--- config.mk ---
export PLATFORM = sky130hd
export DESIGN_NAME = rot_addr_gen_flat
export DESIGN_NICKNAME = d
export VERILOG_FILES = /design/src/rtl/rot_pkg.sv /design/src/rtl/rot_addr_gen_if.sv /design/src/rtl/rot_coord_map.sv /design/src/rtl/rot_addr_gen.sv /design/src/flat_wrapper.sv
export SDC_FILE = /design/constraint.sdc
export NUM_CORES = 2
export LEC_CHECK = 0
export ABC_AREA = 1
export CORE_MARGIN = 2
export CORE_UTILIZATION = 55
export CTS_BUF_LIST = sky130_fd_sc_hd__clkbuf_16
export CTS_CLUSTER_SIZE = 14
export DETAILED_ROUTE_END_ITERATION = 6
export GPL_TIMING_DRIVEN = 0
export PLACE_DENSITY = 0.9
export SLEW_MARGIN = 15
export SYNTH_ARGS = -nofsm -noshare
export SYNTH_HDL_FRONTEND = slang
export SYNTH_SLANG_ARGS = --single-unit
--- constraint.sdc ---
create_clock -name I_ROTAG_PCLK -period 10.5 [get_ports I_ROTAG_PCLK]
set_input_delay 2.1 -clock I_ROTAG_PCLK [delete_from_list [all_inputs] [get_ports I_ROTAG_PCLK]]
set_output_delay 2.1 -clock I_ROTAG_PCLK [all_outputs]
set_load 0.01 [all_outputs]
--- src/rtl/rot_pkg.sv ---
// rot_pkg: shared encodings for the rotation address generator.
//   - quarter-turn MODE encodings, DIR encodings, FSM states
//   - default address/dimension widths
//   - eff_turns(): folds MODE/DIR into clockwise quarter turns
package rot_pkg;

    localparam int ROT_AW = 32;
    localparam int ROT_DW = 16;

    typedef enum logic [1:0] {
        MODE_0   = 2'd0,
        MODE_90  = 2'd1,
        MODE_180 = 2'd2,
        MODE_270 = 2'd3
    } rot_mode_e;

    typedef enum logic {
        DIR_CW  = 1'b0,
        DIR_CCW = 1'b1
    } rot_dir_e;

    typedef enum logic [1:0] {
        ST_IDLE  = 2'd0,
        ST_LATCH = 2'd1,
        ST_RUN   = 2'd2,
        ST_DONE  = 2'd3
    } rot_state_e;

    // Counter-clockwise n turns == clockwise (4-n) turns; the 2-bit
    // truncation supplies the mod 4.
    function automatic logic [1:0] eff_turns(input logic [1:0] mode, input logic dir);
        return (dir == DIR_CCW) ? 2'(3'd4 - {1'b0, mode}) : mode;
    endfunction

endpackage

--- src/rtl/rot_addr_gen_if.sv ---
// rot_addr_gen_if: address-pair handshake towards the DMA datapath.
//   valid   : address pair valid (master -> slave)
//   ready   : DMA accepts the pair (slave -> master)
//   rd_addr : source pixel address
//   wr_addr : destination pixel address
interface rot_addr_gen_if #(
    parameter int AW = rot_pkg::ROT_AW
);
    logic          valid;
    logic          ready;
    logic [AW-1:0] rd_addr;
    logic [AW-1:0] wr_addr;

    modport master (output valid, output rd_addr, output wr_addr, input ready);
    modport slave  (input valid, input rd_addr, input wr_addr, output ready);
endinterface

--- src/rtl/rot_coord_map.sv ---
// rot_coord_map: combinational source->destination coordinate mapping.
//   r, c        : source row/col
//   h, w        : source height/width
//   q           : effective clockwise quarter turns
//   row, col    : destination row/col
//   new_h/new_w : rotated image dimensions
module rot_coord_map
    import rot_pkg::*;
#(
    parameter int DW = ROT_DW
) (
    input  logic [DW-1:0] r,
    input  logic [DW-1:0] c,
    input  logic [DW-1:0] h,
    input  logic [DW-1:0] w,
    input  logic [1:0]    q,
    output logic [DW-1:0] row,
    output logic [DW-1:0] col,
    output logic [DW-1:0] new_h,
    output logic [DW-1:0] new_w
);

    always_comb begin
        row = r;
        col = c;
        case (q)
            MODE_90: begin
                row = c;
                col = h - DW'(1) - r;
            end
            MODE_180: begin
                row = h - DW'(1) - r;
                col = w - DW'(1) - c;
            end
            MODE_270: begin
                row = w - DW'(1) - c;
                col = r;
            end
            default: ;
        endcase
    end

    // Odd turn counts swap the image axes.
    assign new_h = q[0] ? w : h;
    assign new_w = q[0] ? h : w;

endmodule

--- src/rtl/rot_addr_gen.sv ---
// rot_addr_gen: rotation core sequencer. Walks the source image in raster
// order and issues one read/write address pair per pixel over dma.
//   I_ROTAG_PCLK / I_ROTAG_PRESET_N : clock, synchronous active-low reset
//   I_ROTAG_SRC_IMG / DST_IMG       : base addresses
//   I_ROTAG_IMG_H / IMG_W           : source dimensions
//   I_ROTAG_MODE / DIR              : quarter turns, rotation direction
//   I_ROTAG_START                   : level; rising edge starts a job
//   I_ROTAG_SRESET                  : soft reset level
//   dma (master)                    : valid/ready, rd_addr, wr_addr
//   O_ROTAG_NEW_H / NEW_W           : rotated dimensions
//   O_ROTAG_BUSY / DONE             : job in progress / one-cycle end pulse
//   O_ROTAG_CYCLES                  : RUN cycle count
// Optional feature macro: ROTAG_PERF_CNT_EN enables the RUN cycle counter;
// without it O_ROTAG_CYCLES is tied to zero.
module rot_addr_gen
    import rot_pkg::*;
#(
    parameter int AW = ROT_AW,
    parameter int DW = ROT_DW
) (
    input  logic          I_ROTAG_PCLK,
    input  logic          I_ROTAG_PRESET_N,
    input  logic [AW-1:0] I_ROTAG_SRC_IMG,
    input  logic [AW-1:0] I_ROTAG_DST_IMG,
    input  logic [DW-1:0] I_ROTAG_IMG_H,
    input  logic [DW-1:0] I_ROTAG_IMG_W,
    input  logic [1:0]    I_ROTAG_MODE,
    input  logic          I_ROTAG_DIR,
    input  logic          I_ROTAG_START,
    input  logic          I_ROTAG_SRESET,
    rot_addr_gen_if.master dma,
    output logic [DW-1:0] O_ROTAG_NEW_H,
    output logic [DW-1:0] O_ROTAG_NEW_W,
    output logic          O_ROTAG_BUSY,
    output logic          O_ROTAG_DONE,
    output logic [31:0]   O_ROTAG_CYCLES
);

    rot_state_e    state;
    logic          start_q;
    logic [DW-1:0] r_q, c_q, h_q, w_q;
    logic [AW-1:0] src_q, dst_q;
    logic [1:0]    q_q;
    logic [DW-1:0] new_h_q, new_w_q;
    logic          valid_q, busy_q, done_q;

    // In LATCH the map sees the live config so the rotated dimensions can be
    // registered in the same cycle the config is captured.
    logic          in_latch;
    logic [DW-1:0] map_h, map_w, row, col, map_new_h, map_new_w;
    logic [1:0]    map_q;

    assign in_latch = (state == ST_LATCH);
    assign map_h    = in_latch ? I_ROTAG_IMG_H : h_q;
    assign map_w    = in_latch ? I_ROTAG_IMG_W : w_q;
    assign map_q    = in_latch ? eff_turns(I_ROTAG_MODE, I_ROTAG_DIR) : q_q;

    rot_coord_map #(.DW(DW)) u_map (
        .r     (r_q),
        .c     (c_q),
        .h     (map_h),
        .w     (map_w),
        .q     (map_q),
        .row   (row),
        .col   (col),
        .new_h (map_new_h),
        .new_w (map_new_w)
    );

    // 16x16 -> 32 products; the address sums wrap at AW bits.
    logic [2*DW-1:0] prod_rd, prod_wr;
    assign prod_rd = (2*DW)'(r_q) * (2*DW)'(w_q);
    assign prod_wr = (2*DW)'(row) * (2*DW)'(map_new_w);

    assign dma.valid   = valid_q;
    assign dma.rd_addr = src_q + AW'(prod_rd) + AW'(c_q);
    assign dma.wr_addr = dst_q + AW'(prod_wr) + AW'(col);

    logic start_edge, last_px, last_col;
    assign start_edge = I_ROTAG_START & ~start_q;
    assign last_col   = (c_q == w_q - DW'(1));
    assign last_px    = last_col && (r_q == h_q - DW'(1));

    always_ff @(posedge I_ROTAG_PCLK) begin
        if (!I_ROTAG_PRESET_N) begin
            state   <= ST_IDLE;
            start_q <= 1'b0;
            r_q     <= '0;
            c_q     <= '0;
            h_q     <= '0;
            w_q     <= '0;
            src_q   <= '0;
            dst_q   <= '0;
            q_q     <= '0;
            new_h_q <= '0;
            new_w_q <= '0;
            valid_q <= 1'b0;
            busy_q  <= 1'b0;
            done_q  <= 1'b0;
        end else begin
            start_q <= I_ROTAG_START;
            done_q  <= 1'b0;
            if (I_ROTAG_SRESET) begin
                // Abort silently; rotated dimensions stay visible.
                state   <= ST_IDLE;
                valid_q <= 1'b0;
                busy_q  <= 1'b0;
                r_q     <= '0;
                c_q     <= '0;
            end else begin
                case (state)
                    ST_IDLE: if (start_edge) begin
                        state  <= ST_LATCH;
                        busy_q <= 1'b1;
                    end
                    ST_LATCH: begin
                        src_q   <= I_ROTAG_SRC_IMG;
                        dst_q   <= I_ROTAG_DST_IMG;
                        h_q     <= I_ROTAG_IMG_H;
                        w_q     <= I_ROTAG_IMG_W;
                        q_q     <= map_q;
                        new_h_q <= map_new_h;
                        new_w_q <= map_new_w;
                        r_q     <= '0;
                        c_q     <= '0;
                        if (I_ROTAG_IMG_H == '0 || I_ROTAG_IMG_W == '0) begin
                            state  <= ST_DONE;
                            done_q <= 1'b1;
                        end else begin
                            state   <= ST_RUN;
                            valid_q <= 1'b1;
                        end
                    end
                    ST_RUN: if (valid_q && dma.ready) begin
                        if (last_px) begin
                            valid_q <= 1'b0;
                            state   <= ST_DONE;
                            done_q  <= 1'b1;
                        end else if (last_col) begin
                            c_q <= '0;
                            r_q <= r_q + DW'(1);
                        end else begin
                            c_q <= c_q + DW'(1);
                        end
                    end
                    ST_DONE: begin
                        state  <= ST_IDLE;
                        busy_q <= 1'b0;
                    end
                    default: state <= ST_IDLE;
                endcase
            end
        end
    end

    assign O_ROTAG_NEW_H = new_h_q;
    assign O_ROTAG_NEW_W = new_w_q;
    assign O_ROTAG_BUSY  = busy_q;
    assign O_ROTAG_DONE  = done_q;

`ifdef ROTAG_PERF_CNT_EN
    // Counts every RUN cycle including stalls; holds after the job ends.
    logic [31:0] cycles_q;
    always_ff @(posedge I_ROTAG_PCLK) begin
        if (!I_ROTAG_PRESET_N)
            cycles_q <= '0;
        else if (!I_ROTAG_SRESET) begin
            if (state == ST_LATCH)
                cycles_q <= '0;
            else if (state == ST_RUN)
                cycles_q <= cycles_q + 32'd1;
        end
    end
    assign O_ROTAG_CYCLES = cycles_q;
`else
    assign O_ROTAG_CYCLES = '0;
`endif

endmodule

--- src/flat_wrapper.sv ---
// flat-port wrapper written by rule: the top's interface ports become plain ports
module rot_addr_gen_flat import rot_pkg::*;
#(
    parameter int AW = ROT_AW,
    parameter int DW = ROT_DW
)
  (I_ROTAG_PCLK, I_ROTAG_PRESET_N, I_ROTAG_SRC_IMG, I_ROTAG_DST_IMG, I_ROTAG_IMG_H, I_ROTAG_IMG_W, I_ROTAG_MODE, I_ROTAG_DIR, I_ROTAG_START, I_ROTAG_SRESET, O_ROTAG_NEW_H, O_ROTAG_NEW_W, O_ROTAG_BUSY, O_ROTAG_DONE, O_ROTAG_CYCLES, dma_valid, dma_rd_addr, dma_wr_addr, dma_ready);
  rot_addr_gen_if #(.AW(AW)) dma_i ();
  input  logic I_ROTAG_PCLK;
  input  logic I_ROTAG_PRESET_N;
  input  logic [AW-1:0] I_ROTAG_SRC_IMG;
  input  logic [AW-1:0] I_ROTAG_DST_IMG;
  input  logic [DW-1:0] I_ROTAG_IMG_H;
  input  logic [DW-1:0] I_ROTAG_IMG_W;
  input  logic [1:0] I_ROTAG_MODE;
  input  logic I_ROTAG_DIR;
  input  logic I_ROTAG_START;
  input  logic I_ROTAG_SRESET;
  output logic [DW-1:0] O_ROTAG_NEW_H;
  output logic [DW-1:0] O_ROTAG_NEW_W;
  output logic O_ROTAG_BUSY;
  output logic O_ROTAG_DONE;
  output logic [31:0] O_ROTAG_CYCLES;
  output wire logic [$bits(dma_i.valid)-1:0] dma_valid;
  output wire logic [$bits(dma_i.rd_addr)-1:0] dma_rd_addr;
  output wire logic [$bits(dma_i.wr_addr)-1:0] dma_wr_addr;
  input wire logic [$bits(dma_i.ready)-1:0] dma_ready;
  assign dma_valid = dma_i.valid;
  assign dma_rd_addr = dma_i.rd_addr;
  assign dma_wr_addr = dma_i.wr_addr;
  assign dma_i.ready = dma_ready;
  rot_addr_gen #(.AW(AW), .DW(DW)) u_core (.I_ROTAG_PCLK(I_ROTAG_PCLK), .I_ROTAG_PRESET_N(I_ROTAG_PRESET_N), .I_ROTAG_SRC_IMG(I_ROTAG_SRC_IMG), .I_ROTAG_DST_IMG(I_ROTAG_DST_IMG), .I_ROTAG_IMG_H(I_ROTAG_IMG_H), .I_ROTAG_IMG_W(I_ROTAG_IMG_W), .I_ROTAG_MODE(I_ROTAG_MODE), .I_ROTAG_DIR(I_ROTAG_DIR), .I_ROTAG_START(I_ROTAG_START), .I_ROTAG_SRESET(I_ROTAG_SRESET), .dma(dma_i), .O_ROTAG_NEW_H(O_ROTAG_NEW_H), .O_ROTAG_NEW_W(O_ROTAG_NEW_W), .O_ROTAG_BUSY(O_ROTAG_BUSY), .O_ROTAG_DONE(O_ROTAG_DONE), .O_ROTAG_CYCLES(O_ROTAG_CYCLES));
endmodule
==> impl_results.md <==
- Clock Tree Buf Depth: 2
- Die area: 59200 sq um
- Total CTS buffers: 17
- H-tree level count: 4
- Final period util: 109%
- Slew HR: 27.6%
- TritonCTS clock tree: built
- Synth warn: 0
- Vias: 32000
- Total global-route track usage: 41.1%
- Mapped Avg Cell Area: 7.26 sq um
- Row count: 87
- CP delay by family, top: adder cells
- Syn-to-layout area delta: 23.6%
- Main combinational cell family by area after synthesis: adder cells
- Ys async rst share: 0%
- Final Core Density: 68.8%
- Req. time, crit path: 8.40 ns
- HP Start: u_core.src_q[14]$_SDFFE_PN0P_
- IO buf count: 202
- Residual DRC count: 3
- Post-synth top flop: dfxtp_1
- Worst clock skew: 0.0198 ns
- Gate count of the mapped netlist: 4332
- Cell variety after synth: 53
- Mux contribution to synthesized area: 0%
- Crit Path Max Fanout: 10
- Synth Area in Adders: 40.0%
- Top cell by count, worst path: fa_1
- Reg2reg start: u_core.c_q[6]$_SDFFE_PP0P_
- Tightest Pin Transition: 1.09 ns
- LEAKAGE: 0.0195 uW
- Length of the first detailed-routing pass in iterations: 7
- Final Routed Wirelength: 124 mm
- Initial cell density of the core: 55.7%
- Synth Area in Compound Gates: 9.72%
- DR iter-0 viols: 3969
- DRT antenna net count: 0
- Min cycle time layout: 11.50 ns
- CP Buf/Inv Count: 11
- Peak Freq: 87.0 MHz
- GRT overflow: 0
- Die width: 243 um
- Worst-Skew Late Latency: 0.52 ns
- PnR worst setup slack: -0.996 ns
- Final setup fails: 23
- DR vias/cell: 5.81
- CP startpoint kind: input pin
- #FFs+latches synth: 168
- Routability cong.: 1.04
- Vias in the first global route: 31500
- Reg clk slew, reported paths: 0.09 ns
- First-pass GRT wire length: 183 mm
- Largest net degree at the start of global routing: 22
- Initial antenna violation count: 2
- Layout Nets: 5559
- Worst EP arrival: 9.40 ns
- I/O pin total: 235
- CP max stage cell: fa_1
- Max_cap viols: 0
- R2R Path End: u_core.c_q[4]$_SDFFE_PP0P_
- Critical path endpoint category: output port
- WHS Path Cells: 2
- Syn Std Cell Area: 31500 sq um
- RSZ-0062 raised after global routing: true
- CTS root buffer: clkbuf_16
- Die height: 243 um
- Max-slew violation count: 0
- Setup WS pre-CTS: -3.17 ns
- Max VDD drop: 186 uV
- Detailed placement HPWL: 95.1 mm
- Clk sinks: 168
- Slowest cell delay on critical path: 0.69 ns
- Status: finished, violations left
- Failing checks: design-rule violations, negative setup slack
- Share of cells above drive strength 1: 16.3%
- Number of flops mapped to enable cells by yosys: 0
- Cell depth of the worst setup path: 31
- WHS Endpoint: u_core.src_q[14]$_SDFFE_PN0P_
- Core footprint: 56500 sq um
- Placed cell count: 5322
- Sequential area share after synthesis: 10.7%
- Fin cells: 5509
- XOR/XNOR Fraction of Synth Area: 3.81%
- Power Density: 98.8 nW/um^2
- WL/cell: 22.5 um
- Kind of critical path: in -> out
- R2R Setup Slk: 6.78 ns
- Simple-gate share of the synthesized area: 20.3%
- FF-to-FF path depth: 11
- Hold Crit Class: reg -> reg
- Post-CTS Hold Buffers: 0
- Count of final hold-check violations: 0
[power breakdown]
group	leakage [uW]	internal, uW	switching (uW)
combinational	0.0178	963	1480
sequential	0.00136	660	19.6
clock	0.000305	331	386
[sequential cells by signal, indices dropped and copies added, names as in the netlist, 16 cells and up]
name	cells
u_core.dst_q	32
u_core.src_q	32
u_core.O_ROTAG_NEW_H	16
u_core.O_ROTAG_NEW_W	16
u_core.c_q	16
u_core.h_q	16
u_core.r_q	16
u_core.w_q	16
[tightest hold or removal path: stages (launching register included)]
cell     delay, ns
dfxtp_1       0.31
inv_1         0.08
a21oi_1       0.06
[routing by layer]
| layer | wire length (um) | vias to the layer above | part of all wire, % | global-route usage, % |
|---|---|---|---|---|
| met2 | 53000 | 2376 | 43 | 61.7 |
| met3 | 17300 | 571 | 14 | 13.4 |
| li1 | - | 13800 | - | - |
| met1 | 45100 | 15200 | 36 | 52.7 |
| met4 | 8690 | 6 | 7.0 | 21.5 |
| met5 | 103 | - | 0.083 | 0 |
[metrics by stage]
step	cell area, sq um	hold slack [ns]	setup TNS, ns	total power [uW]
finish	38900	0.496	-16.49	3840
global route	38900	0.522	-19.74	3990
CTS	37900	0.495	-9.15	3460
detailed placement	34800	0.472	-61.59	2480
global placement	34800	0.479	-59.61	2440
floorplan	31800	0.466	0	1820
[cell usage in the layout, fill, tap and decap left out, types with 22 or more instances in the layout]
cell type / instances
nor2_4: 24
a21oi_2: 27
conb_1: 32
ha_4: 42
nand4_1: 31
nor3_1: 22
o21ai_2: 22
clkdlybuf4s50_1: 153
buf_6: 22
buf_4: 172
nand2_2: 54
nor2_2: 36
nor2_1: 385
dfxtp_1: 168
clkbuf_1: 66
a21oi_1: 143
nand2_1: 744
xor2_1: 76
o21ai_0: 174
inv_2: 51
o211ai_1: 52
buf_1: 27
buf_2: 74
o21ai_1: 22
ha_1: 187
nand3_1: 141
inv_1: 949
o21ai_4: 33
xnor2_1: 44
fa_1: 473
[kinds of logic after synthesis]
logic type	count (synthesis)
other cells	1
flops	168
buf+inv	1231
compound gates	547
xor+xnor	137
fa+ha+maj	716
simple gates	1532
[Yosys cell counts, types with 12 or more instances]
cell / n / area share (%)
inv_1: 998 / 12
nand2_1: 807 / 9.6
fa_1: 484 / 31
nor2_1: 427 / 5.1
o21ai_0: 235 / 3.7
ha_1: 232 / 9.2
a21oi_1: 185 / 2.9
nand3_1: 169 / 2.7
dfxtp_1: 168 / 11
xor2_1: 91 / 2.5
clkbuf_1: 84 / 1.0
buf_2: 67 / 1.1
o211ai_1: 52 / 1.2
xnor2_1: 46 / 1.3
buf_4: 33 / 0.79
nand4_1: 31 / 0.62
nor3_1: 30 / 0.48
buf_1: 28 / 0.33
nand3b_1: 15 / 0.36
inv_2: 12 / 0.14
[cell type report]
| type | count | area [sq um] |
|---|---|---|
| Fill cell | 4432 | 17600 |
| Multi-Input combinational cell | 2965 | 25800 |
| Sequential cell | 168 | 3360 |
| Timing Repair Buffer | 356 | 3150 |
| Tap cell | 756 | 946 |
| Antenna cell | 1 | 2.50 |
| Buffer | 216 | 1190 |
| Clock inverter | 15 | 214 |
| Inverter | 1015 | 3840 |
| Clock buffer | 17 | 425 |
[repair_timing]
action                                  CTS  global route
pin swaps                               116            78
setup buffers                           107            46
resized for setup                       546           185
gates cloned                              2             1
endpoints found under the setup margin   28            33
[worst max-delay path by stage]
stage                          start  slack, ns               to
global route        I_ROTAG_IMG_H[0]      -1.16  dma_wr_addr[29]
CTS                 I_ROTAG_IMG_H[0]      -0.70  dma_wr_addr[29]
finish               I_ROTAG_MODE[0]       -1.0  dma_wr_addr[29]
floorplan           I_ROTAG_IMG_H[0]      0.001  dma_wr_addr[29]
global placement    I_ROTAG_IMG_W[8]      -3.05  dma_wr_addr[20]
detailed placement  I_ROTAG_IMG_W[8]      -3.17  dma_wr_addr[20]
Note: power is estimated with default switching activity, not from simulation.
